[config.mk]
export PLATFORM = sky130hd
export DESIGN_NAME = rpm_gate_controller_flat
export DESIGN_NICKNAME = d
export VERILOG_FILES = /design/src/rtl/rpm_gate_controller_if.sv /design/src/rtl/rpm_gate_controller.sv /design/src/flat_wrapper.sv
export SDC_FILE = /design/constraint.sdc
export NUM_CORES = 1
export LEC_CHECK = 0
export ABC_AREA = 1
export BUFFER_PORTS_ARGS = -buffer_cell sky130_fd_sc_hd__buf_2
export CAP_MARGIN = 10
export CORE_MARGIN = 2
export CORE_UTILIZATION = 66
export CTS_BUF_LIST = sky130_fd_sc_hd__clkbuf_2
export DETAILED_ROUTE_END_ITERATION = 7
export PLACE_DENSITY = 0.87
export SYNTH_ARGS = -nofsm -noshare
export SYNTH_HDL_FRONTEND = slang
export SYNTH_SLANG_ARGS = --single-unit
[constraint.sdc]
create_clock -name clk -period 10.1 [get_ports clk]
set_clock_uncertainty 0.1 [all_clocks]
set_input_delay 0.505 -clock clk [delete_from_list [all_inputs] [get_ports clk]]
set_output_delay 0.505 -clock clk [all_outputs]
set_load 0.005 [all_outputs]
[src/rtl/rpm_gate_controller_if.sv]
// Result handshake bundle between the RPM gate controller and its consumer.
// The master drives the latched measurement and meas_valid; the slave returns meas_ready.
interface rpm_gate_controller_if #(
  parameter int CNT_W = 16
);
  logic             meas_valid;
  logic             meas_ready;
  logic [CNT_W-1:0] pulse_count;
  logic [CNT_W+15:0] rpm;
  logic             overflow;
  logic             overrun;

  modport master (
    output meas_valid,
    output pulse_count,
    output rpm,
    output overflow,
    output overrun,
    input  meas_ready
  );

  modport slave (
    input  meas_valid,
    input  pulse_count,
    input  rpm,
    input  overflow,
    input  overrun,
    output meas_ready
  );
endinterface

[src/rtl/rpm_gate_controller.sv]
// Hall-sensor RPM measurement sequencer: synchronises and debounces the raw
// Hall level, counts filtered rising edges over back-to-back fixed gate
// windows, and hands each window's count and scaled RPM to a consumer
// through a valid/ready handshake.
module rpm_gate_controller #(
  parameter int GATE_CYCLES     = 50_000_000,
  parameter int DEBOUNCE_CYCLES = 16,
  parameter int CNT_W           = 16,
  parameter int RPM_SCALE       = 60
) (
  input  logic clk,
  input  logic rst,
  input  logic enable,
  input  logic hall_in,
  output logic busy,
  output logic gate_tick,
  rpm_gate_controller_if.master meas
);

  localparam int TIMER_W = $clog2(GATE_CYCLES);
  localparam int DB_W    = $clog2(DEBOUNCE_CYCLES + 1);

  localparam logic [TIMER_W-1:0] TIMER_LOAD = TIMER_W'(GATE_CYCLES - 1);
  localparam logic [TIMER_W-1:0] TIMER_ONE  = TIMER_W'(1);
  localparam logic [DB_W-1:0]    DB_LAST    = DB_W'(DEBOUNCE_CYCLES - 1);
  localparam logic [CNT_W-1:0]   CNT_MAX    = '1;
  localparam logic [15:0]        SCALE      = 16'(RPM_SCALE);

  typedef enum logic {
    IDLE,
    COUNT
  } state_t;

  state_t state;

  logic                hall_meta;
  logic                hall_sync;
  logic                hall_filt;
  logic                hall_filt_q;
  logic [DB_W-1:0]     db_cnt;
  logic                hall_edge;

  logic [TIMER_W-1:0]  timer;
  logic [CNT_W-1:0]    pulse_cnt;
  logic                win_ovf;

  logic                cnt_at_max;
  logic [CNT_W-1:0]    cnt_next;
  logic                ovf_next;
  logic [CNT_W+15:0]   rpm_next;

  // Two-flop synchroniser for the asynchronous Hall input.
  always_ff @(posedge clk or posedge rst) begin
    if (rst) begin
      hall_meta <= 1'b0;
      hall_sync <= 1'b0;
    end else begin
      hall_meta <= hall_in;
      hall_sync <= hall_meta;
    end
  end

  // Debounce: the filtered level follows the synchronised level only after
  // it has disagreed for DEBOUNCE_CYCLES consecutive cycles.
  always_ff @(posedge clk or posedge rst) begin
    if (rst) begin
      db_cnt      <= '0;
      hall_filt   <= 1'b0;
      hall_filt_q <= 1'b0;
    end else begin
      hall_filt_q <= hall_filt;
      if (hall_sync == hall_filt) begin
        db_cnt <= '0;
      end else if (db_cnt == DB_LAST) begin
        hall_filt <= hall_sync;
        db_cnt    <= '0;
      end else begin
        db_cnt <= db_cnt + 1'b1;
      end
    end
  end

  assign hall_edge = hall_filt & ~hall_filt_q;

  // Window count including this cycle's edge, so the latch on the last
  // window cycle and the running counter share one saturating path.
  always_comb begin
    cnt_at_max = (pulse_cnt == CNT_MAX);
    cnt_next   = pulse_cnt;
    if (hall_edge && !cnt_at_max) begin
      cnt_next = pulse_cnt + 1'b1;
    end
    ovf_next = win_ovf | (hall_edge & cnt_at_max);
    rpm_next = (CNT_W+16)'(cnt_next) * (CNT_W+16)'(SCALE);
  end

  // Gate sequencer, window counter and result/handshake registers.
  always_ff @(posedge clk or posedge rst) begin
    if (rst) begin
      state            <= IDLE;
      timer            <= '0;
      pulse_cnt        <= '0;
      win_ovf          <= 1'b0;
      busy             <= 1'b0;
      gate_tick        <= 1'b0;
      meas.meas_valid  <= 1'b0;
      meas.pulse_count <= '0;
      meas.rpm         <= '0;
      meas.overflow    <= 1'b0;
      meas.overrun     <= 1'b0;
    end else begin
      gate_tick <= 1'b0;
      // An accept clears valid unless a latch below reloads it on the same edge.
      if (meas.meas_valid && meas.meas_ready) begin
        meas.meas_valid <= 1'b0;
      end
      case (state)
        IDLE: begin
          if (enable) begin
            state     <= COUNT;
            busy      <= 1'b1;
            timer     <= TIMER_LOAD;
            pulse_cnt <= '0;
            win_ovf   <= 1'b0;
          end
        end
        COUNT: begin
          if (timer == '0) begin
            meas.pulse_count <= cnt_next;
            meas.rpm         <= rpm_next;
            meas.overflow    <= ovf_next;
            meas.overrun     <= meas.meas_valid & ~meas.meas_ready;
            meas.meas_valid  <= 1'b1;
            timer            <= TIMER_LOAD;
            pulse_cnt        <= '0;
            win_ovf          <= 1'b0;
            if (!enable) begin
              state <= IDLE;
              busy  <= 1'b0;
            end
          end else if (!enable) begin
            state <= IDLE;
            busy  <= 1'b0;
          end else begin
            timer     <= timer - 1'b1;
            pulse_cnt <= cnt_next;
            win_ovf   <= ovf_next;
            // Registered tick: raised on entry to the timer==0 cycle, which
            // can then only end in a completed window.
            gate_tick <= (timer == TIMER_ONE);
          end
        end
        default: begin
          state <= IDLE;
          busy  <= 1'b0;
        end
      endcase
    end
  end

endmodule

[src/flat_wrapper.sv]
// flat-port wrapper written by rule: the top's interface ports become plain ports
module rpm_gate_controller_flat 
#(
  parameter int GATE_CYCLES     = 50_000_000,
  parameter int DEBOUNCE_CYCLES = 16,
  parameter int CNT_W           = 16,
  parameter int RPM_SCALE       = 60
)
  (clk, rst, enable, hall_in, busy, gate_tick, meas_meas_valid, meas_pulse_count, meas_rpm, meas_overflow, meas_overrun, meas_meas_ready);
  rpm_gate_controller_if #(.CNT_W(CNT_W)) meas_i ();
  input  logic clk;
  input  logic rst;
  input  logic enable;
  input  logic hall_in;
  output logic busy;
  output logic gate_tick;
  output wire logic [$bits(meas_i.meas_valid)-1:0] meas_meas_valid;
  output wire logic [$bits(meas_i.pulse_count)-1:0] meas_pulse_count;
  output wire logic [$bits(meas_i.rpm)-1:0] meas_rpm;
  output wire logic [$bits(meas_i.overflow)-1:0] meas_overflow;
  output wire logic [$bits(meas_i.overrun)-1:0] meas_overrun;
  input wire logic [$bits(meas_i.meas_ready)-1:0] meas_meas_ready;
  assign meas_meas_valid = meas_i.meas_valid;
  assign meas_pulse_count = meas_i.pulse_count;
  assign meas_rpm = meas_i.rpm;
  assign meas_overflow = meas_i.overflow;
  assign meas_overrun = meas_i.overrun;
  assign meas_i.meas_ready = meas_meas_ready;
  rpm_gate_controller #(.GATE_CYCLES(GATE_CYCLES), .DEBOUNCE_CYCLES(DEBOUNCE_CYCLES), .CNT_W(CNT_W), .RPM_SCALE(RPM_SCALE)) u_core (.clk(clk), .rst(rst), .enable(enable), .hall_in(hall_in), .busy(busy), .gate_tick(gate_tick), .meas(meas_i));
endmodule
==> impl_metrics.json, run 1 <==
{
  "rsz0062_at_grt": "no",
  "die_x_um": 106.1,
  "gp_congestion": 0.9795,
  "ys_top_cells_by_area": "dfrtp_1, nand2_1, inv_1, fa_1, nand3_1",
  "synth_edf_count": 0,
  "synthArstFlopShare_pct": 100.0,
  "setup_violations": 0,
  "netlist.area_leader.share_pct": 33.83,
  "drt_first_pass_iters": 5,
  "setup_tns_ns": 0,
  "routed_wirelength_mm": 15.21,
  "cts_made_buffers": 9,
  "p_leak_nw": 4.120,
  "synthTopCellsByCount": "nand2_1, inv_1, dfrtp_1, nor2_1, nand3_1",
  "synthMuxAreaShare_pct": 0,
  "finalCritPeriodShare_pct": 48.66,
  "worst_slew_pin_slew_ns": 1.222,
  "routedWlPerCell_um": 13.27,
  "synthAdderAreaFrac_pct": 10.48,
  "final_layout_size_suffix_gt1_share_pct": 9.604,
  "hp-class": "in2reg",
  "worstSetupStartpointType": "flop",
  "status": "complete, no violations",
  "yosysWarnings": 0,
  "clock-sinks": 93,
  "clockBufferDepth": 2,
  "r2r_cells": 21,
  "ys_seq_area_share_pct": 33.83,
  "synth_area_um2": 6879,
  "core_area_um2": 10230,
  "power.density_nw_per_um2": 92.86,
  "drtIter0Drc": 449,
  "fin_ws_ns": 5.185,
  "ios": 58,
  "path_max_fanout": 20,
  "cts_max_level": 3,
  "ant_nets": 0,
  "synth_cells": 968,
  "synth_most_common_cell": "nand2_1",
  "fmax_ghz": 0.2035,
  "period_minus_slack_ns": 4.915,
  "nets": 1056,
  "place_worst_setup_slack_ns": 5.215,
  "portBuffers": 45,
  "grt_max_degree": 75,
  "drc": 0,
  "placementRows": 37,
  "cts_tree": "built",
  "min_path_cells": 4,
  "slew-limit-headroom_pct": 18.25,
  "clock-root-buffer": "clkbuf_2",
  "maxSlewViolCount": 0,
  "ys_types": 36,
  "synth-xor-area-share_pct": 3.438,
  "die_h_um": 106.1,
  "synthSimpleGateAreaFrac_pct": 34.74,
  "dr_total_vias": 6193,
  "place_inst": 1127,
  "critPathKind": "reg2reg",
  "netlist.top_cell.by_area": "dfrtp_1",
  "ys_seq_elements": 93,
  "diodes": 0,
  "antenna_found_initial": 0,
  "worst_ep_arrival_time_ns": 5.30,
  "clock_latency_ns": 0.56,
  "endpoint_kind": "flop",
  "avgSynthCellArea_um2": 7.107,
  "final_hold_viol_count": 0,
  "drv_cap": 0,
  "grt_pass1_vias": 5910,
  "peakVddDrop_mv": 0.1035,
  "area_growth_pct": 5.657,
  "die_area_um2": 11260,
  "gr-total-overflow": 0,
  "synth_flop_cell": "dfrtp_1",
  "grt_first_pass_wirelength_mm": 26.39,
  "place_hpwl_mm": 11.46,
  "crit_required_ns": 10.48,
  "synth_compound_area_share_pct": 7.821,
  "synth_top_family_by_area": "simple AND/OR/NAND/NOR gates",
  "post_cts_buffers": 0,
  "grt_use_total_pct": 28.96,
  "clkTransAtPathRegs_ns": 0.24,
  "post-route-util_pct": 71.04,
  "fin_cells": 1146,
  "hold_slack_ns": 0.05545,
  "start_util_pct": 67.24,
  "via_per_inst": 5.404
}
-- path summary, 6_finish.rpt --
path,from,endpoint,slack (ns)
setup reg to reg,u_core.pulse_cnt[0]$_DFFE_PP0P_,u_core.meas.rpm[21]$_DFFE_PP0P_,5.19
max in group asynchronous,rst,u_core.meas.pulse_count[1]$_DFFE_PP0P_,8.43
hold reg to reg,u_core.hall_meta$_DFF_PP0_,u_core.hall_sync$_DFF_PP0_,0.29
min in group asynchronous,rst,u_core.busy$_DFFE_PP0P_,0.28
setup / recovery,u_core.pulse_cnt[0]$_DFFE_PP0P_,u_core.meas.rpm[21]$_DFFE_PP0P_,5.19
hold / removal,meas_meas_ready,u_core.meas.meas_valid$_DFF_PP0_,0.06
-- layout make-up --
type / instances / area [um2]
fill: 902 / 2963
clock inverter: 6 / 86.33
multi-input combinational: 735 / 3930
sequential: 93 / 2327
clock buffer: 10 / 50.05
timing repair buffer: 49 / 262.8
inverter: 117 / 441.7
tap: 136 / 170.2
-- per-layer routing --
layer / vias up / part of all wire, % / global-route usage (%)
met5: - / 0 / 0
met4: 0 / 2.7 / 11.84
met3: 34 / 4.6 / 3.372
met2: 162 / 48 / 49.35
met1: 2880 / 44 / 37.73
li1: 3117 / - / -
-- layout by cell type (no fill, tap or decap), types with 11 or more instances in the layout --
cell / synthesis / routed
nand2_1: 340 / 340
inv_1: 113 / 112
dfrtp_1: 93 / 93
nor2_1: 72 / 72
nand3_1: 71 / 71
o21ai_0: 50 / 50
buf_2: 8 / 45
ha_1: 28 / 28
a21oi_1: 22 / 22
xor2_1: 18 / 18
nand4_1: 18 / 18
fa_1: 18 / 18
conb_1: 1 / 12
o21ai_1: 11 / 11
-- cell families after synthesis --
group	Yosys count
compound gates	101
xor+xnor	27
fa+ha+maj	47
buf+inv	151
flops	93
other cells	1
simple gates	548
-- per-stage QoR --
stage,instance area (um2),power [mW]
finish,7268,0.6749
CTS,7268,0.6777
global route,7268,0.7054
detailed placement,7102,0.4670
floorplan,6920,0.4556
global placement,7102,0.4653
-- timing repair --
action                                 in CTS  in global routing
endpoints found under the hold margin      21                  0
gates resized for setup                     0                  0
hold buffers                                3                  0
-- registers in the layout, indices dropped and copies added, names as in the netlist, 5 cells and up --
| register | count |
|---|---|
| u_core.db_cnt | 5 |
| u_core.meas.pulse_count | 16 |
| u_core.meas.rpm | 19 |
| u_core.pulse_cnt | 16 |
| u_core.timer | 26 |
-- power by group --
group	internal, mW	switching, mW
Clock	0.0829	0.130
Combinational	0.0201	0.0448
Sequential	0.384	0.0128
Total	0.487	0.188
-- worst max-delay path, stage by stage (launching register included) --
cell and delay (ns):
dfrtp_1 0.50, ha_1 0.29, nand2_1 0.12, nor2_4 0.05, nand2_1 0.06, nor2_1 0.04, nor2_1 0.91, nand2_1 0.11
nand2_1 0.27, inv_1 0.14, fa_1 0.52, inv_1 0.06, fa_1 0.50, inv_1 0.04, ha_1 0.36, nand2_1 0.13
nor4_1 0.27, nand2_1 0.10, nand2_1 0.08, nand2_1 0.06, nand3_1 0.06, nand2_1 0.06
No activity file was read; power rests on OpenSTA's default activity.
==> inputs of run 2 (changes only) <==
--- a/config.mk
+++ b/config.mk
@@ -9,10 +9,10 @@
 export BUFFER_PORTS_ARGS = -buffer_cell sky130_fd_sc_hd__buf_2
 export CAP_MARGIN = 10
 export CORE_MARGIN = 2
-export CORE_UTILIZATION = 66
+export CORE_UTILIZATION = 63
 export CTS_BUF_LIST = sky130_fd_sc_hd__clkbuf_2
 export DETAILED_ROUTE_END_ITERATION = 7
-export PLACE_DENSITY = 0.87
+export PLACE_DENSITY = 0.83
 export SYNTH_ARGS = -nofsm -noshare
 export SYNTH_HDL_FRONTEND = slang
 export SYNTH_SLANG_ARGS = --single-unit
==> constraint.sdc (replaced) <==
create_clock -name clk -period 4.9 [get_ports clk]
set_clock_uncertainty 0.1 [all_clocks]
set_input_delay 0.245 -clock clk [delete_from_list [all_inputs] [get_ports clk]]
set_output_delay 0.245 -clock clk [all_outputs]
set_load 0.005 [all_outputs]
==> run 2 against run 1 <==
Compared with the run above:
- combinational power is 110% higher
- worst setup slack worse by 4.6 ns
- register-to-register slack worse by 4.6 ns
- die area is 4.6% higher
- count of clock-buffer cells in the layout stayed put
- first-iteration DRC count is 20% lower
- critical path depth is 1 higher
- largest cell class unchanged
- largest power group unchanged
- highest routed layer unchanged
==> impl_metrics.json, run 2 (same netlist as run 1, synthesis figures left out) <==
{
  "maxSlewViolCount": 0,
  "final_hold_viol_count": 0,
  "worstSetupStartpointType": "flop",
  "via_per_inst": 5.404,
  "worst_slew_pin_slew_ns": 0.8779,
  "layout_common_cells": "nand2_1, inv_1, dfrtp_1",
  "fin_area_um2": 7249,
  "clockBufferDepth": 2,
  "cts_made_buffers": 9,
  "grt_first_pass_wirelength_mm": 26.24,
  "clock-sinks": 93,
  "crit_required_ns": 5.32,
  "regMostFlops": "u_core.timer",
  "routed_wirelength_mm": 15.14,
  "area_growth_pct": 5.384,
  "drt_first_pass_iters": 6,
  "routedWlPerCell_um": 13.12,
  "grt_pass1_vias": 5874,
  "grt_use_total_pct": 28.08,
  "drc": 0,
  "slew-limit-headroom_pct": 41.47,
  "status": "complete, no violations",
  "placementRows": 38,
  "final_common_cell": "nand2_1",
  "cts_max_level": 3,
  "place_worst_setup_slack_ns": 0.5037,
  "gr-total-overflow": 0,
  "setup_tns_ns": 0,
  "ios": 58,
  "hold_slack_ns": 0.01240,
  "setup_violations": 0,
  "rsz0062_at_grt": "no",
  "ant_nets": 0,
  "cts_tree": "built",
  "start_util_pct": 64.02,
  "worst_ep_arrival_time_ns": 4.78,
  "fin_ws_ns": 0.5420,
  "place_area_um2": 7129,
  "clock-root-buffer": "clkbuf_2",
  "die_area_um2": 11770,
  "die_x_um": 108.5,
  "power.density_nw_per_um2": 176.1,
  "r2r-end": "u_core.meas.rpm[21]$_DFFE_PP0P_",
  "clkTransAtPathRegs_ns": 0.24,
  "reg_top3": "u_core.timer: 26 flops, u_core.meas.rpm: 19 flops",
  "antenna_found_initial": 1,
  "clock_latency_ns": 0.61,
  "peakVddDrop_mv": 0.1651,
  "r2r_slack_ns": 0.54,
  "gp_congestion": 0.9420,
  "drtIter0Drc": 360,
  "final_layout_size_suffix_gt1_share_pct": 9.477,
  "portBuffers": 45,
  "post-route-util_pct": 67.47,
  "power_mw": 1.276,
  "die_h_um": 108.5,
  "gr-usage-met2_pct": 47.01,
  "core_area_um2": 10750,
  "critPathKind": "reg2reg",
  "drv_cap": 0,
  "finalCritPeriodShare_pct": 88.94,
  "use_met1_pct": 36.77,
  "p_leak_nw": 4.109,
  "dr_total_vias": 6236,
  "period_minus_slack_ns": 4.358,
  "place_hpwl_mm": 11.35,
  "place_inst": 1134,
  "fmax_ghz": 0.2295,
  "endpoint_kind": "flop",
  "grt_use_met3_pct": 3.797,
  "post_cts_buffers": 0,
  "nets": 1060,
  "path_max_fanout": 8,
  "reg2reg_from": "u_core.pulse_cnt[0]$_DFFE_PP0P_",
  "top_usage_layer": "met2",
  "fin_cells": 1154,
  "hp-class": "in2async",
  "grt_max_degree": 70,
  "largest_reg_flops": 26,
  "r2r_cells": 22
}
==> run 2: critical path: stages, from the launching register on <==
cell	delay, ns
dfrtp_1	0.49
ha_1	0.28
nand2_1	0.12
nor2_4	0.12
nand2_1	0.07
nor2_1	0.10
nor2_1	0.05
buf_4	0.16
or2_0	0.19
nand2_1	0.25
inv_1	0.14
fa_1	0.52
inv_1	0.06
fa_1	0.51
inv_1	0.05
ha_1	0.35
nand2_1	0.12
nor4_1	0.29
nand2_1	0.11
nand2_1	0.07
nand2_1	0.05
nand3_1	0.06
nand2_1	0.05
==> run 2: cell type report <==
cell class	instances	area (um2)
Sequential cell	93	2327
Tap cell	140	175.2
Clock inverter	5	27.53
Clock buffer	10	50.05
Inverter	117	441.7
Timing Repair Buffer	53	295.3
Antenna cell	1	2.502
Multi-Input combinational cell	735	3930
Fill cell	975	3496
==> run 2: power by group <==
group	leakage [nW]	switching, mW	internal [mW]
sequential	1.23	0.0255	0.791
clock	0.0509	0.262	0.0629
combinational	2.83	0.0922	0.0424
total	4.11	0.380	0.897
==> run 2: worst max-delay path by stage <==
stage,start,slack (ns),end
finish,u_core.pulse_cnt[0]$_DFFE_PP0P_,0.54,u_core.meas.rpm[21]$_DFFE_PP0P_
global route,u_core.pulse_cnt[1]$_DFFE_PP0P_,0.17,u_core.meas.rpm[21]$_DFFE_PP0P_
CTS,u_core.pulse_cnt[0]$_DFFE_PP0P_,0.51,u_core.meas.rpm[21]$_DFFE_PP0P_
detailed placement,u_core.pulse_cnt[0]$_DFFE_PP0P_,0.50,u_core.meas.rpm[21]$_DFFE_PP0P_
global placement,u_core.pulse_cnt[0]$_DFFE_PP0P_,0.68,u_core.meas.rpm[21]$_DFFE_PP0P_
floorplan,u_core.pulse_cnt[0]$_DFFE_PP0P_,0.94,u_core.meas.rpm[21]$_DFFE_PP0P_
==> run 2: metal layers <==
metal	vias to the layer above	part of all wire [%]
li1	3130	-
met1	2911	44
met2	170	48
met3	25	5.9
met4	0	2.0
met5	-	0
==> run 2: timing repair <==
| action | 4_1_cts | 5_1_grt |
|---|---|---|
| gates resized for setup | 0 | 0 |
| endpoints found under the hold margin | 32 | 0 |
| hold buffers | 4 | 0 |
==> inputs of run 3 (changes only) <==
--- a/config.mk
+++ b/config.mk
@@ -10,7 +10,7 @@
 export CAP_MARGIN = 10
 export CORE_MARGIN = 2
 export CORE_UTILIZATION = 63
-export CTS_BUF_LIST = sky130_fd_sc_hd__clkbuf_2
+export CTS_BUF_LIST = sky130_fd_sc_hd__clkbuf_4
 export DETAILED_ROUTE_END_ITERATION = 7
 export PLACE_DENSITY = 0.83
 export SYNTH_ARGS = -nofsm -noshare
==> run 3 against run 2 <==
Compared with the run above:
- first-iteration DRC count is 30% higher
- cell count hardly changed
- design area is 0.31% higher
- register-to-register slack hardly changed
- sequential share of layout area is 0.099 points lower
- worst setup slack worse by 0.012 ns
- non-clock buffer count stayed put
- count of clock-buffer cells in the layout stayed put
- die area stayed put
- hold slack better by 0.14 ns
- critical path type unchanged
- critical endpoint unchanged
==> impl_metrics.json, run 3 (same netlist as run 1, synthesis figures left out) <==
{
  "critPathKind": "reg2reg",
  "gp_congestion": 0.9420,
  "clock_latency_ns": 0.48,
  "hold_slack_ns": 0.1560,
  "grt_max_degree": 70,
  "cts_made_buffers": 9,
  "top_usage_layer": "met2",
  "clkTransAtPathRegs_ns": 0.14,
  "period_minus_slack_ns": 4.370,
  "p_leak_nw": 4.113,
  "via_per_inst": 5.377,
  "drc": 0,
  "r2r_cells": 22,
  "cts_max_level": 3,
  "netSwitchingFraction_pct": 28.77,
  "maxSlewViolCount": 0,
  "setup_tns_ns": 0,
  "slew-limit-headroom_pct": 41.41,
  "endpoint_kind": "flop",
  "die_x_um": 108.5,
  "grt_first_pass_wirelength_mm": 26.42,
  "routedWlPerCell_um": 13.17,
  "grt_use_met3_pct": 3.496,
  "final_hold_viol_count": 0,
  "fin_cells": 1153,
  "worst_slew_pin_slew_ns": 0.8789,
  "hp-class": "in2async",
  "core_area_um2": 10750,
  "crit_required_ns": 5.18,
  "clock-root-buffer": "clkbuf_4",
  "setup_violations": 0,
  "grt_use_total_pct": 28.28,
  "seq_power_share_pct": 62.0,
  "regMostFlops": "u_core.timer",
  "p_comb_share_pct": 10.2,
  "fmax_ghz": 0.2288,
  "antenna_found_initial": 0,
  "final_common_cell": "nand2_1",
  "clock-sinks": 93,
  "drtIter0Drc": 468,
  "gr-total-overflow": 0,
  "dr_total_vias": 6200,
  "die_h_um": 108.5,
  "die_area_um2": 11770,
  "worst_ep_arrival_time_ns": 4.65,
  "grt_pass1_vias": 5898,
  "r2r_slack_ns": 0.53,
  "power.density_nw_per_um2": 180.8,
  "p_switching_mw": 0.3784,
  "r2r-end": "u_core.meas.rpm[21]$_DFFE_PP0P_",
  "placementRows": 38,
  "cp-endpoint": "u_core.meas.rpm[21]$_DFFE_PP0P_",
  "drt_first_pass_iters": 6,
  "nets": 1060,
  "gr-usage-met2_pct": 47.81,
  "clkPwrFrac_pct": 27.7,
  "place_inst": 1134,
  "diodes": 0,
  "start_util_pct": 64.02,
  "reg_top3": "u_core.timer: 26 flops, u_core.meas.rpm: 19 flops",
  "peakVddDrop_mv": 0.1715,
  "cts_tree": "built",
  "largest_reg_flops": 26,
  "clockBufferDepth": 2,
  "drv_cap": 0,
  "place_hpwl_mm": 11.35,
  "post-route-util_pct": 67.68,
  "rsz0062_at_grt": "no",
  "use_met1_pct": 36.95,
  "worstSetupStartpointType": "flop",
  "routed_wirelength_mm": 15.19,
  "layout_common_cells": "nand2_1, inv_1, dfrtp_1",
  "status": "complete, no violations",
  "ant_nets": 0,
  "reg2reg_from": "u_core.pulse_cnt[0]$_DFFE_PP0P_",
  "final_layout_size_suffix_gt1_share_pct": 9.477,
  "path_max_fanout": 8,
  "cp-startpoint": "u_core.pulse_cnt[0]$_DFFE_PP0P_",
  "portBuffers": 45,
  "finalCritPeriodShare_pct": 89.19,
  "area_growth_pct": 5.711,
  "p_int_mw": 0.9366,
  "ios": 58
}
## run 3: changes by cell type in the layout (fill, tap and decap cells not counted)
cell	previous run	this run
diode_2	1	0
clkbuf_2	10	0
clkbuf_4	0	10
## run 3: layout make-up
type,instances,area [um2]
repair buffers,53,295.3
inverters,117,441.7
clock buffers,10,75.07
well taps,140,175.2
multi-input cells,735,3930
clock inverters,5,27.53
fillers,973,3473
flip-flops and latches,93,2327
## run 3: worst min-delay path by stage
stage | to | slack (ns) | depth (start not counted)
final | u_core.db_cnt[0]$_DFF_PP0_ | 0.16 | 3
after CTS | u_core.db_cnt[1]$_DFF_PP0_ | 0.15 | 3
after global routing | u_core.db_cnt[3]$_DFF_PP0_ | 0.19 | 3
after floorplan | u_core.hall_meta$_DFF_PP0_ | 0.18 | 0
after global placement | u_core.hall_meta$_DFF_PP0_ | 0.12 | 2
after detailed placement | u_core.hall_meta$_DFF_PP0_ | 0.13 | 2
## run 3: per-stage QoR
step	worst slack (ns)	instance area, um2	total power [mW]
2_1_floorplan	0.9400	6920	0.9390
3_3_place_gp	0.6756	7129	0.9581
3_5_place_dp	0.5037	7129	0.9625
4_1_cts	0.4927	7272	1.323
5_1_grt	0.1558	7272	1.380
6_report	0.5298	7272	1.315
## run 3: critical path, stage by stage (launching register included)
cell	delay, ns
dfrtp_1	0.46
ha_1	0.28
nand2_1	0.12
nor2_4	0.12
nand2_1	0.07
nor2_1	0.10
nor2_1	0.06
buf_4	0.16
or2_0	0.19
nand2_1	0.25
inv_1	0.14
fa_1	0.52
inv_1	0.06
fa_1	0.51
inv_1	0.05
ha_1	0.35
nand2_1	0.12
nor4_1	0.29
nand2_1	0.11
nand2_1	0.08
nand2_1	0.05
nand3_1	0.06
nand2_1	0.05
## run 3: power groups by stage
stage / logic, mW / clock network [mW] / registers, mW
5_1_grt: 0.157 / 0.403 / 0.820
3_3_place_gp: 0.129 / 0 / 0.829
6_report: 0.135 / 0.365 / 0.815
2_1_floorplan: 0.117 / 0 / 0.822
4_1_cts: 0.136 / 0.372 / 0.815
3_5_place_dp: 0.133 / 0 / 0.829
## run 3: repair_timing
action | CTS | global route
gates resized for setup | 0 | 0
hold buffers | 4 | 0
endpoints found under the hold margin | 28 | 0
buffers inserted | 0 | 0
## run 3: per-layer routing
layer  part of all wire [%]  up-vias
li1                       -     3127
met1                     44     2882
met2                     48      170
met3                    5.2       21
met4                    1.9        0
met5                      0        -
